<file path="config.mk">
export PLATFORM = sky130hd
export DESIGN_NAME = ysyx_22050078_mem_arbiter_flat
export DESIGN_NICKNAME = d
export VERILOG_FILES = /design/src/rtl/ysyx_22050078_mem_arbiter_pkg.sv /design/src/rtl/ysyx_22050078_mem_arbiter_if.sv /design/src/rtl/ysyx_22050078_rr_arb2.sv /design/src/rtl/ysyx_22050078_mem_arbiter.sv /design/src/flat_wrapper.sv
export SDC_FILE = /design/constraint.sdc
export NUM_CORES = 1
export LEC_CHECK = 0
export ABC_AREA = 0
export BUFFER_PORTS_ARGS = -buffer_cell sky130_fd_sc_hd__clkbuf_2
export CAP_MARGIN = 20
export CORE_AREA = 5 5 206 208
export CTS_CLUSTER_DIAMETER = 60
export DETAILED_ROUTE_END_ITERATION = 8
export DIE_AREA = 0 0 211 213
export PLACE_DENSITY = 0.49
export REMOVE_ABC_BUFFERS = 1
export SKIP_CTS_REPAIR_TIMING = 1
export SYNTH_ARGS = -nofsm -noshare
export SYNTH_HDL_FRONTEND = slang
export SYNTH_SLANG_ARGS = --single-unit
</file>
<file path="constraint.sdc">
create_clock -name clk -period 3.7 [get_ports clk]
set_input_delay 0 -clock clk [delete_from_list [all_inputs] [get_ports clk]]
set_output_delay 0 -clock clk [all_outputs]
set_load 0.01 [all_outputs]
</file>
<file path="src/rtl/ysyx_22050078_mem_arbiter_pkg.sv">
// Shared encodings and default widths for the IF/LS physical-memory arbiter.
package ysyx_22050078_mem_arbiter_pkg;

    localparam int CPU_WIDTH = 64;

    typedef enum logic [1:0] {
        ST_IDLE = 2'd0,
        ST_REQ  = 2'd1,
        ST_WAIT = 2'd2
    } arb_state_t;

    // Owner value doubles as the bit index into the one-hot grant vector.
    typedef enum logic {
        OWN_IF = 1'b0,
        OWN_LS = 1'b1
    } owner_t;

    function automatic int wdog_width(input int timeout);
        return (timeout > 2) ? $clog2(timeout) : 1;
    endfunction

endpackage

</file>
<file path="src/rtl/ysyx_22050078_mem_arbiter_if.sv">
// Bus bundle between the fetch/LSU requesters, the arbiter and the memory model.
interface ysyx_22050078_mem_arbiter_if
    import ysyx_22050078_mem_arbiter_pkg::*;
#(
    parameter int ADDR_W = CPU_WIDTH,
    parameter int DATA_W = CPU_WIDTH
);

    logic                  if_req_valid;
    logic                  if_req_ready;
    logic [ADDR_W-1:0]     if_addr;
    logic                  if_rsp_valid;
    logic [DATA_W-1:0]     if_rdata;

    logic                  ls_req_valid;
    logic                  ls_req_ready;
    logic [ADDR_W-1:0]     ls_addr;
    logic                  ls_wen;
    logic [DATA_W-1:0]     ls_wdata;
    logic [DATA_W/8-1:0]   ls_wmask;
    logic                  ls_rsp_valid;
    logic [DATA_W-1:0]     ls_rdata;

    logic                  mem_req_valid;
    logic                  mem_req_ready;
    logic [ADDR_W-1:0]     mem_addr;
    logic                  mem_wen;
    logic [DATA_W-1:0]     mem_wdata;
    logic [DATA_W/8-1:0]   mem_wmask;
    logic                  mem_rsp_valid;
    logic [DATA_W-1:0]     mem_rdata;

    logic                  err;

    // Arbiter view: serves the requesters and drives the memory request.
    modport slave (
        input  if_req_valid, if_addr,
        output if_req_ready, if_rsp_valid, if_rdata,
        input  ls_req_valid, ls_addr, ls_wen, ls_wdata, ls_wmask,
        output ls_req_ready, ls_rsp_valid, ls_rdata,
        output mem_req_valid, mem_addr, mem_wen, mem_wdata, mem_wmask,
        input  mem_req_ready, mem_rsp_valid, mem_rdata,
        output err
    );

    // Environment view: requesters plus the memory model.
    modport master (
        output if_req_valid, if_addr,
        input  if_req_ready, if_rsp_valid, if_rdata,
        output ls_req_valid, ls_addr, ls_wen, ls_wdata, ls_wmask,
        input  ls_req_ready, ls_rsp_valid, ls_rdata,
        input  mem_req_valid, mem_addr, mem_wen, mem_wdata, mem_wmask,
        output mem_req_ready, mem_rsp_valid, mem_rdata,
        input  err
    );

endinterface

</file>
<file path="src/rtl/ysyx_22050078_rr_arb2.sv">
// Two-way round-robin picker: on a tie, grants the requester not granted last.
module ysyx_22050078_rr_arb2
    import ysyx_22050078_mem_arbiter_pkg::*;
(
    input  logic [1:0] valid,
    input  owner_t     last_owner,
    output logic [1:0] grant
);

    always_comb begin
        grant = valid;
        if (valid == 2'b11) begin
            grant = (last_owner == OWN_IF) ? 2'b10 : 2'b01;
        end
    end

endmodule

</file>
<file path="src/rtl/ysyx_22050078_mem_arbiter.sv">
// Shares the single memory port between IF and LS, one transaction at a time,
// with a watchdog that aborts a transaction whose response never arrives.
module ysyx_22050078_mem_arbiter
    import ysyx_22050078_mem_arbiter_pkg::*;
#(
    parameter int ADDR_W  = CPU_WIDTH,
    parameter int DATA_W  = CPU_WIDTH,
    parameter int TIMEOUT = 256
)(
    input  logic                         clk,
    input  logic                         rst_n,
    ysyx_22050078_mem_arbiter_if.slave   bus
);

    localparam int                MASK_W   = DATA_W / 8;
    localparam int                CNT_W    = wdog_width(TIMEOUT);
    localparam logic [CNT_W-1:0]  CNT_LAST = CNT_W'(TIMEOUT - 1);

    arb_state_t          state_q;
    arb_state_t          state_d;
    owner_t              owner_q;
    owner_t              last_owner_q;
    logic [CNT_W-1:0]    cnt_q;
    logic [ADDR_W-1:0]   addr_q;
    logic                wen_q;
    logic [DATA_W-1:0]   wdata_q;
    logic [MASK_W-1:0]   wmask_q;

    logic [1:0]          grant;
    logic                accept;
    logic                rsp_done;
    logic                timeout;

    ysyx_22050078_rr_arb2 u_rr_arb2 (
        .valid      ({bus.ls_req_valid, bus.if_req_valid}),
        .last_owner (last_owner_q),
        .grant      (grant)
    );

    assign accept   = (state_q == ST_IDLE) && (grant != 2'b00);
    assign rsp_done = (state_q == ST_WAIT) && bus.mem_rsp_valid;
    // A response landing on the last allowed cycle completes normally.
    assign timeout  = (state_q != ST_IDLE) && (cnt_q == CNT_LAST) && !rsp_done;

    always_ff @(posedge clk) begin
        if (!rst_n) begin
            state_q <= ST_IDLE;
        end else begin
            state_q <= state_d;
        end
    end

    always_comb begin
        state_d = state_q;
        unique case (state_q)
            ST_IDLE: if (accept) state_d = ST_REQ;
            ST_REQ: begin
                if (timeout) begin
                    state_d = ST_IDLE;
                end else if (bus.mem_req_ready) begin
                    state_d = ST_WAIT;
                end
            end
            ST_WAIT: if (rsp_done || timeout) state_d = ST_IDLE;
            default: state_d = ST_IDLE;
        endcase
    end

    always_ff @(posedge clk) begin
        if (!rst_n) begin
            owner_q      <= OWN_IF;
            last_owner_q <= OWN_IF;
            cnt_q        <= '0;
            addr_q       <= '0;
            wen_q        <= 1'b0;
            wdata_q      <= '0;
            wmask_q      <= '0;
        end else begin
            // Counter runs only while a transaction is in flight.
            if (state_q == ST_IDLE || state_d == ST_IDLE) begin
                cnt_q <= '0;
            end else begin
                cnt_q <= cnt_q + CNT_W'(1);
            end
            if (accept) begin
                if (grant[OWN_LS]) begin
                    owner_q      <= OWN_LS;
                    last_owner_q <= OWN_LS;
                    addr_q       <= bus.ls_addr;
                    wen_q        <= bus.ls_wen;
                    wdata_q      <= bus.ls_wdata;
                    wmask_q      <= bus.ls_wmask;
                end else begin
                    owner_q      <= OWN_IF;
                    last_owner_q <= OWN_IF;
                    addr_q       <= bus.if_addr;
                    wen_q        <= 1'b0;
                    wdata_q      <= '0;
                    wmask_q      <= '0;
                end
            end
        end
    end

    assign bus.mem_addr  = addr_q;
    assign bus.mem_wen   = wen_q;
    assign bus.mem_wdata = wdata_q;
    assign bus.mem_wmask = wmask_q;

    // Strobes are masked during reset so an abandoned transaction never answers.
    always_comb begin
        bus.if_req_ready  = 1'b0;
        bus.ls_req_ready  = 1'b0;
        bus.mem_req_valid = 1'b0;
        bus.if_rsp_valid  = 1'b0;
        bus.if_rdata      = '0;
        bus.ls_rsp_valid  = 1'b0;
        bus.ls_rdata      = '0;
        bus.err           = 1'b0;
        if (rst_n) begin
            if (state_q == ST_IDLE) begin
                bus.if_req_ready = grant[OWN_IF];
                bus.ls_req_ready = grant[OWN_LS];
            end
            bus.mem_req_valid = (state_q == ST_REQ);
            if (rsp_done || timeout) begin
                if (owner_q == OWN_LS) begin
                    bus.ls_rsp_valid = 1'b1;
                    bus.ls_rdata     = rsp_done ? bus.mem_rdata : '0;
                end else begin
                    bus.if_rsp_valid = 1'b1;
                    bus.if_rdata     = rsp_done ? bus.mem_rdata : '0;
                end
            end
            bus.err = timeout;
        end
    end

endmodule

</file>
<file path="src/flat_wrapper.sv">
// flat-port wrapper written by rule: the top's interface ports become plain ports
module ysyx_22050078_mem_arbiter_flat import ysyx_22050078_mem_arbiter_pkg::*;
#(
    parameter int ADDR_W  = CPU_WIDTH,
    parameter int DATA_W  = CPU_WIDTH,
    parameter int TIMEOUT = 256
)
  (clk, rst_n, bus_if_req_valid, bus_if_addr, bus_if_req_ready, bus_if_rsp_valid, bus_if_rdata, bus_ls_req_valid, bus_ls_addr, bus_ls_wen, bus_ls_wdata, bus_ls_wmask, bus_ls_req_ready, bus_ls_rsp_valid, bus_ls_rdata, bus_mem_req_valid, bus_mem_addr, bus_mem_wen, bus_mem_wdata, bus_mem_wmask, bus_mem_req_ready, bus_mem_rsp_valid, bus_mem_rdata, bus_err);
  ysyx_22050078_mem_arbiter_if #(.ADDR_W(ADDR_W), .DATA_W(DATA_W)) bus_i ();
  input  logic clk;
  input  logic rst_n;
  input wire logic [$bits(bus_i.if_req_valid)-1:0] bus_if_req_valid;
  input wire logic [$bits(bus_i.if_addr)-1:0] bus_if_addr;
  output wire logic [$bits(bus_i.if_req_ready)-1:0] bus_if_req_ready;
  output wire logic [$bits(bus_i.if_rsp_valid)-1:0] bus_if_rsp_valid;
  output wire logic [$bits(bus_i.if_rdata)-1:0] bus_if_rdata;
  input wire logic [$bits(bus_i.ls_req_valid)-1:0] bus_ls_req_valid;
  input wire logic [$bits(bus_i.ls_addr)-1:0] bus_ls_addr;
  input wire logic [$bits(bus_i.ls_wen)-1:0] bus_ls_wen;
  input wire logic [$bits(bus_i.ls_wdata)-1:0] bus_ls_wdata;
  input wire logic [$bits(bus_i.ls_wmask)-1:0] bus_ls_wmask;
  output wire logic [$bits(bus_i.ls_req_ready)-1:0] bus_ls_req_ready;
  output wire logic [$bits(bus_i.ls_rsp_valid)-1:0] bus_ls_rsp_valid;
  output wire logic [$bits(bus_i.ls_rdata)-1:0] bus_ls_rdata;
  output wire logic [$bits(bus_i.mem_req_valid)-1:0] bus_mem_req_valid;
  output wire logic [$bits(bus_i.mem_addr)-1:0] bus_mem_addr;
  output wire logic [$bits(bus_i.mem_wen)-1:0] bus_mem_wen;
  output wire logic [$bits(bus_i.mem_wdata)-1:0] bus_mem_wdata;
  output wire logic [$bits(bus_i.mem_wmask)-1:0] bus_mem_wmask;
  input wire logic [$bits(bus_i.mem_req_ready)-1:0] bus_mem_req_ready;
  input wire logic [$bits(bus_i.mem_rsp_valid)-1:0] bus_mem_rsp_valid;
  input wire logic [$bits(bus_i.mem_rdata)-1:0] bus_mem_rdata;
  output wire logic [$bits(bus_i.err)-1:0] bus_err;
  assign bus_i.if_req_valid = bus_if_req_valid;
  assign bus_i.if_addr = bus_if_addr;
  assign bus_if_req_ready = bus_i.if_req_ready;
  assign bus_if_rsp_valid = bus_i.if_rsp_valid;
  assign bus_if_rdata = bus_i.if_rdata;
  assign bus_i.ls_req_valid = bus_ls_req_valid;
  assign bus_i.ls_addr = bus_ls_addr;
  assign bus_i.ls_wen = bus_ls_wen;
  assign bus_i.ls_wdata = bus_ls_wdata;
  assign bus_i.ls_wmask = bus_ls_wmask;
  assign bus_ls_req_ready = bus_i.ls_req_ready;
  assign bus_ls_rsp_valid = bus_i.ls_rsp_valid;
  assign bus_ls_rdata = bus_i.ls_rdata;
  assign bus_mem_req_valid = bus_i.mem_req_valid;
  assign bus_mem_addr = bus_i.mem_addr;
  assign bus_mem_wen = bus_i.mem_wen;
  assign bus_mem_wdata = bus_i.mem_wdata;
  assign bus_mem_wmask = bus_i.mem_wmask;
  assign bus_i.mem_req_ready = bus_mem_req_ready;
  assign bus_i.mem_rsp_valid = bus_mem_rsp_valid;
  assign bus_i.mem_rdata = bus_mem_rdata;
  assign bus_err = bus_i.err;
  ysyx_22050078_mem_arbiter #(.ADDR_W(ADDR_W), .DATA_W(DATA_W), .TIMEOUT(TIMEOUT)) u_core (.clk(clk), .rst_n(rst_n), .bus(bus_i));
endmodule
</file>
==> results of run 1 <==
==> Yosys cell counts (6+ instances only) <==
library cell,count
sky130_fd_sc_hd__a22o_1,44
sky130_fd_sc_hd__mux2i_1,64
sky130_fd_sc_hd__dfxtp_1,148
sky130_fd_sc_hd__and2_1,129
sky130_fd_sc_hd__a211oi_1,34
sky130_fd_sc_hd__buf_4,6
sky130_fd_sc_hd__clkbuf_1,19
sky130_fd_sc_hd__nand4_1,30
sky130_fd_sc_hd__o21ai_1,30
sky130_fd_sc_hd__a21oi_1,98
sky130_fd_sc_hd__a211oi_2,31
sky130_fd_sc_hd__buf_2,44
==> power by group through the flow <==
stage / registers, uW / logic [uW] / clock network [uW]
finish: 1830 / 1170 / 1750
global route: 1850 / 1270 / 1870
CTS: 1830 / 987 / 1810
detailed placement: 1860 / 985 / 0
global placement: 1860 / 976 / 0
floorplan: 1920 / 423 / 0
==> per-layer routing <==
metal,up-vias,track usage [%]
met5,-,0
met4,0,4.717
met3,72,4.232
met2,426,28.31
met1,3896,15.29
li1,4068,-
==> flip-flops by register name (all words and copies together), names as in the netlist <==
name and count:
u_core.bus.mem_wdata 64, u_core.bus.mem_addr 64, u_core.owner_q 1, u_core.bus.mem_wen 1, u_core.bus.mem_wmask 8, u_core.state_q 2, u_core.cnt_q 8
==> cell type report <==
| class | count | area share [%] |
|---|---|---|
| multi-input cells | 505 | 28.68 |
| clock inverters | 14 | 1.154 |
| diodes | 3 | 0.05915 |
| repair buffers | 752 | 37.86 |
| clock buffers | 18 | 3.461 |
| well taps | 532 | 5.245 |
| flip-flops and latches | 148 | 23.35 |
| inverters | 6 | 0.1972 |
==> stage by stage <==
step / TNS, ps / cell area [sq um] / utilization (%)
6_report: 0 / 12690 / 31.44
5_1_grt: 0 / 12690 / 31.44
4_1_cts: 0 / 10680 / 26.46
3_5_place_dp: 0 / 10100 / 25.01
3_3_place_gp: 0 / 10100 / 25.01
2_1_floorplan: -35640 / 6606 / -
==> worst max-delay path, stage by stage, from the launching register on <==
cell	delay, ps
sky130_fd_sc_hd__dfxtp_1	390
sky130_fd_sc_hd__nor2_4	430
sky130_fd_sc_hd__buf_4	770
sky130_fd_sc_hd__nand4_1	140
sky130_fd_sc_hd__dlygate4sd3_1	590
sky130_fd_sc_hd__a21oi_1	140
==> how the worst max path moves through the flow <==
stage / start / end / slack [ps] / cells after the start
6_report: u_core.state_q[1] / u_core.bus.mem_wdata[36] / 1110 / 5
5_1_grt: u_core.state_q[1] / u_core.bus.mem_wdata[36] / 960 / 5
3_5_place_dp: u_core.state_q[1] / u_core.bus.mem_addr[45] / 1530 / 4
2_1_floorplan: u_core.owner_q / u_core.bus.mem_wdata[0] / -780 / 3
3_3_place_gp: u_core.state_q[1] / u_core.bus.mem_addr[39] / 1560 / 4
4_1_cts: u_core.state_q[1] / bus_ls_req_ready / 1130 / 3
==> kinds of logic after synthesis <==
logic type / after synthesis
xor+xnor: 3
simple gates: 188
mux: 64
fa+ha+maj: 1
compound gates: 249
buf+inv: 83
flops: 148
==> summary.md, run 1 <==
| Metric | Value |
|---|---|
| Area used by multi-input combinational logic | 3640 sq um |
| Maximum number of pins on one net before global-route repair | 80 |
| Share of the clock period used by the worst path | 69.95% |
| Netlist area before placement | 7033 sq um |
| Ys async rst share | 0% |
| DR vias/cell | 4.278 |
| Synth Area in XOR/XNOR | 0.3736% |
| Worst Tran Pin Value | 1003 ps |
| Worst Slack Setup Final | 1112 ps |
| First-pass GRT wire length | 48.81 mm |
| Drt initial violations | 275 |
| Gate count after technology mapping | 736 |
| Rel. slew slack | 33.17% |
| Clock latency of the later-clocked register in the worst-skew pair | 460 ps |
| Simple-gate share of the synthesized area | 16.62% |
| Worst endpoint required time | 4090 ps |
| Top-area cell type share of the netlist area | 42.13% |
| Vertical die dimension | 213 um |
| Detail Route met3 WL | 2.655 mm |
| Net switching share of the total power | 31.20% |
| Fraction of final layout cells with drive strength greater than 1 | 43.17% |
| Number of buffers between clock root and the deepest sink | 2 |
| Most frequent cells in the layout | sky130_fd_sc_hd__clkbuf_2, sky130_fd_sc_hd__dlygate4sd3_1, sky130_fd_sc_hd__dfxtp_1 |
| Synthesized flop and latch total | 148 |
| Critical path launch point type | register |
| # placed instances | 1743 |
| Die boundary width | 211 um |
| Final worst hold slack | -37.19 ps |
| Arr. time, crit path | 2980 ps |
| Endpoint of the worst-slack reg-to-reg timing path | u_core.bus.mem_wdata[36] |
| Number of non-filler instances in the completed layout | 1978 |
| Total routing resource utilization after global routing | 14.70% |
| Count of synthesis-stage warnings from yosys | 0 |
| Minimum setup slack after placement | 1528 ps |
| LEAKAGE | 0.006077 uW |
| Hold violation count in the final report | 2 |
| Launch instance of the worst register-to-register path | u_core.state_q[1] |
| Final Wtd Congestion | 0.9524 |
| Top post-synthesis cells by area | sky130_fd_sc_hd__dfxtp_1, sky130_fd_sc_hd__and2_1, sky130_fd_sc_hd__mux2i_1, sky130_fd_sc_hd__a21oi_1, sky130_fd_sc_hd__a211oi_2 |
| CTS root buf | sky130_fd_sc_hd__clkbuf_16 |
| Power density over the cells | 374.6 nW/um^2 |
| Combinational group share of total power | 24.7% |
| Nets | 1702 |
| Largest voltage drop on the vdd net | 0.0003182 V |
| Synthesized-area fraction occupied by ao, oa, aoi and oai cells | 25.21% |
| Total congestion overflow | 0 |
| Routed wirelength normalized by instance count | 18.77 um |
| Clock-pin slew of the registers on the worst-case setup and hold paths | 70 ps |
| Maximum net fanout on the critical path | 79 |
| Port bufs | 541 |
| Flop pwr share | 38.5% |
| Leading cell type in the layout, fill and taps excluded | sky130_fd_sc_hd__clkbuf_2 |
| Clock tree sinks | 148 |
| Leading area contributor after synthesis | sky130_fd_sc_hd__dfxtp_1 |
| Syn-to-layout area delta | 80.45% |
| Synth cell types | 42 |
| Outcome | finished, violations left |
| Main synth FF type | sky130_fd_sc_hd__dfxtp_1 |
| Worst reg-to-reg setup slack | 1110 ps |
| CTS tree | built |
| EDFF count, synth | 0 |
| Failing checks | negative hold slack |
| Classification of the worst-slack hold path | in2reg |
| Type of destination of the critical path | register |
| Routed length on met1 | 12.90 mm |
| Clock Power Share | 36.8% |
| Wirelength, routed | 37.13 mm |
| Internal Power | 3271 uW |
| RSZ-0062 raised after global routing | false |
| Largest family of logic cells by synthesized area | compound AO/OA/AOI/OAI gates |
| DIE AREA | 44940 sq um |
| Share of the yosys chip area belonging to registers | 42.13% |
| Type of the worst setup path | reg2reg |
| Switching power total | 1483 uW |
| Max-cap violations | 0 |
| Hold EP | u_core.state_q[1] |
| FILL cells | 4226 |
| Number of buffers added by the clock tree synthesis step | 17 |
| Sequential cell area in the final layout | 2963 sq um |
| Uppermost routed layer | met4 |
| Number of routed nets with antenna violations | 0 |
| I/O pin count | 542 |
| Total number of vias | 8462 |
| Power, Total | 4754 uW |
| Per-instance average area after synthesis | 9.556 sq um |
| Setup skew after layout | 29.08 ps |
| Hold path startpoint | bus_mem_rsp_valid |
| Max Clk Rate | 0.3864 GHz |
| Hold Path Cell Cnt | 4 |
| # setup viols final | 0 |
| DR DRC count | 0 |
| Core Box Area | 40370 sq um |
| Vias in the first global route | 7517 |
| Mux share of post-synthesis cell area | 9.109% |
| Reg2reg path depth | 5 |
| Post-DP HPWL | 28.27 mm |
| Shortest clock period the worst path allows after layout | 2588 ps |
| Number of detailed-route iterations in the first pass | 5 |
| Initial Utilization | 17.42% |
| Std-Cell Rows | 74 |
| Number of antenna violations at the first check in global routing | 16 |
| Adder-Cell Fraction of Synth Area | 0.1779% |
| Number of max-slew violations in the final report | 0 |
| CTS H-Tree Depth | 4 |
| Sum of met2 wire segment lengths after detailed routing | 20.46 mm |
Power figures use the tool's default switching activity.
==> inputs of run 2 (changes only) <==
CORE_AREA = 5 5 207 209   (was 5 5 206 208)
DIE_AREA = 0 0 212 214   (was 0 0 211 213)
PLACE_DENSITY = 0.48   (was 0.49)
clock period = 2.5 ns   (was 3.7 ns; I/O delays follow)
==> run 2 against run 1 <==
  * The flow still finishes with violations (negative hold slack)
  * Wire length up 2.1%
  * Clock-buffer cell count unchanged
  * Register-to-register slack worse by 740 ps
  * Sequential cell count unchanged
  * Critical path type is now reg2out
==> summary.md, run 2 (synthesized netlist as in run 1, its figures left out) <==
| Metric | Value |
|---|---|
| Clock-pin slew of the registers on the worst-case setup and hold paths | 70 ps (about the same) |
| Syn-to-layout area delta | 82.46% |
| Number of antenna violations at the first check in global routing | 20 (+4) |
| Setup skew after layout | 11.43 ps (-17.65 ps) |
| Initial Utilization | 17.30% (-0.12 points) |
| Number of detailed-route iterations in the first pass | 5 (unchanged) |
| Worst endpoint required time | 2500 ps (-1590 ps) |
| Final Wtd Congestion | 0.8679 (-8.9%) |
| Post-DP HPWL | 29.02 mm (+2.7%) |
| Maximum number of pins on one net before global-route repair | 77 (-3.8%) |
| Sum Neg Setup Slack | 0 ps (unchanged) |
| Clock latency of the later-clocked register in the worst-skew pair | 450 ps (about the same) |
| Most frequent cells in the layout | sky130_fd_sc_hd__clkbuf_2, sky130_fd_sc_hd__dlygate4sd3_1, sky130_fd_sc_hd__dfxtp_1 |
| CTS root buf | sky130_fd_sc_hd__clkbuf_16 |
| Total number of vias | 8573 (+1.3%) |
| CTS tree | built |
| Drt initial violations | 353 (+28%) |
| Outcome | finished, violations left |
| Number of buffers between clock root and the deepest sink | 2 (unchanged) |
| Final worst hold slack | -24.85 ps (+12.34 ps) |
| Peak per-stage delay on the critical path | 430 ps (-340 ps) |
| Power density over the cells | 565.9 nW/um^2 (+51%) |
| Type of destination of the critical path | output port |
| Classification of the worst-slack hold path | in2reg |
| Kind of cell adding the most delay to the critical path | simple AND/OR/NAND/NOR gates |
| Critical path launch point type | register |
| Share of the clock period used by the worst path | 85.95% |
| Total routing resource utilization after global routing | 14.94% (+0.24 points) |
| Failing checks | negative hold slack |
| Die boundary width | 212 um (+0.47%) |
| Arr. time, crit path | 2150 ps (-830 ps) |
| Largest voltage drop on the vdd net | 0.0004784 V (+50%) |
| I/O pin count | 542 (unchanged) |
| First-pass GRT wire length | 50.55 mm (+3.6%) |
| FILL cells | 4204 (-0.52%) |
| Shortest clock period the worst path allows after layout | 2149 ps |
| Max-cap violations | 0 (unchanged) |
| Total congestion overflow | 0 (unchanged) |
| Type of the worst setup path | reg2out |
| List of cells traversed by the critical path | ha_1 > nand3_1 > nor2_1 > o2111a_1 > clkbuf_2 |
| Hold violation count in the final report | 1 (-1) |
| Max Clk Rate | 0.4654 GHz |
| Std-Cell Rows | 74 (unchanged) |
| DIE AREA | 45370 sq um (+0.95%) |
| RSZ-0062 raised after global routing | false |
| Power, Total | 7262 uW (+53%) |
| Clock tree sinks | 148 (unchanged) |
| CP max stage cell | sky130_fd_sc_hd__dfxtp_1 |
| CTS H-Tree Depth | 4 (unchanged) |
| Vertical die dimension | 214 um (+0.47%) |
| Rel. slew slack | 57.19% (+24 points) |
| Number of routed nets with antenna violations | 0 (unchanged) |
| DR vias/cell | 4.317 (+0.90%) |
| Worst Tran Pin Value | 640.6 ps (-361.9 ps) |
| Fraction of final layout cells with drive strength greater than 1 | 43.31% (+0.14 points) |
| Buf+Inv Stages, Crit Path | 1 (-1) |
| Number of max-slew violations in the final report | 0 (unchanged) |
| Number of buffers added by the clock tree synthesis step | 17 (unchanged) |
| DR DRC count | 0 (unchanged) |
| Leading cell type in the layout, fill and taps excluded | sky130_fd_sc_hd__clkbuf_2 |
| Wirelength, routed | 37.91 mm (+2.1%) |
| LEAKAGE | 0.006156 uW (+1.3%) |
| # setup viols final | 0 (unchanged) |
| Vias in the first global route | 7673 (+2.1%) |
| Port bufs | 541 (unchanged) |
| Nets | 1709 (+0.41%) |
| Core Box Area | 40650 sq um (+0.69%) |
| Worst Slack Setup Final | 351.2 ps (-760.5 ps) |
| Routed wirelength normalized by instance count | 19.09 um (+1.7%) |
| Maximum net fanout on the critical path | 6 (-92%) |
| Minimum setup slack after placement | 807.2 ps (-720.8 ps) |
==> run 2: per-stage QoR <==
step | instance area [sq um] | std cells | util, %
4_1_cts | 10800 | 1780 | 26.57
5_1_grt | 12830 | 1985 | 31.56
6_report | 12830 | 1986 | 31.57
3_5_place_dp | 10170 | 1748 | 25.02
3_3_place_gp | 10170 | 1748 | 25.02
2_1_floorplan | 6606 | 659 | -
==> run 2: tightest hold or removal path: stages <==
cell	delay, ps
sky130_fd_sc_hd__clkbuf_2	120
sky130_fd_sc_hd__mux2i_1	170
sky130_fd_sc_hd__a211oi_2	80
==> run 2: final timing paths <==
check	start	end	slack [ps]	depth (start not counted)
min	bus_ls_addr[39]	u_core.bus.mem_addr[39]	-20	3
max	u_core.cnt_q[0]	bus_ls_rsp_valid	350	5
max reg2reg	u_core.owner_q	u_core.bus.mem_addr[26]	370	5
min reg2reg	u_core.bus.mem_wdata[21]	u_core.bus.mem_wdata[21]	470	1
==> run 2: layout make-up <==
cell class	count	area [sq um]	area share [%]
repair buffers	759	4900	38.18
multi-input cells	505	3640	28.36
flip-flops and latches	148	2963	23.09
well taps	532	665.6	5.187
clock buffers	18	439.2	3.422
clock inverters	14	190.2	1.482
inverters	6	25.02	0.1950
diodes	4	10.01	0.07800
==> run 2: metal layers <==
metal,vias up,track usage [%],routed length [um]
met5,-,0,0
met4,0,6.206,1361
met3,79,4.170,2749
met2,396,28.43,20820
met1,4004,15.08,12970
li1,4094,-,-
==> run 2: power breakdown <==
group          internal (uW)  switching [uW]  total [uW]
logic                    862             895        1760
registers               2580             130        2710
clock network           1630            1170        2800
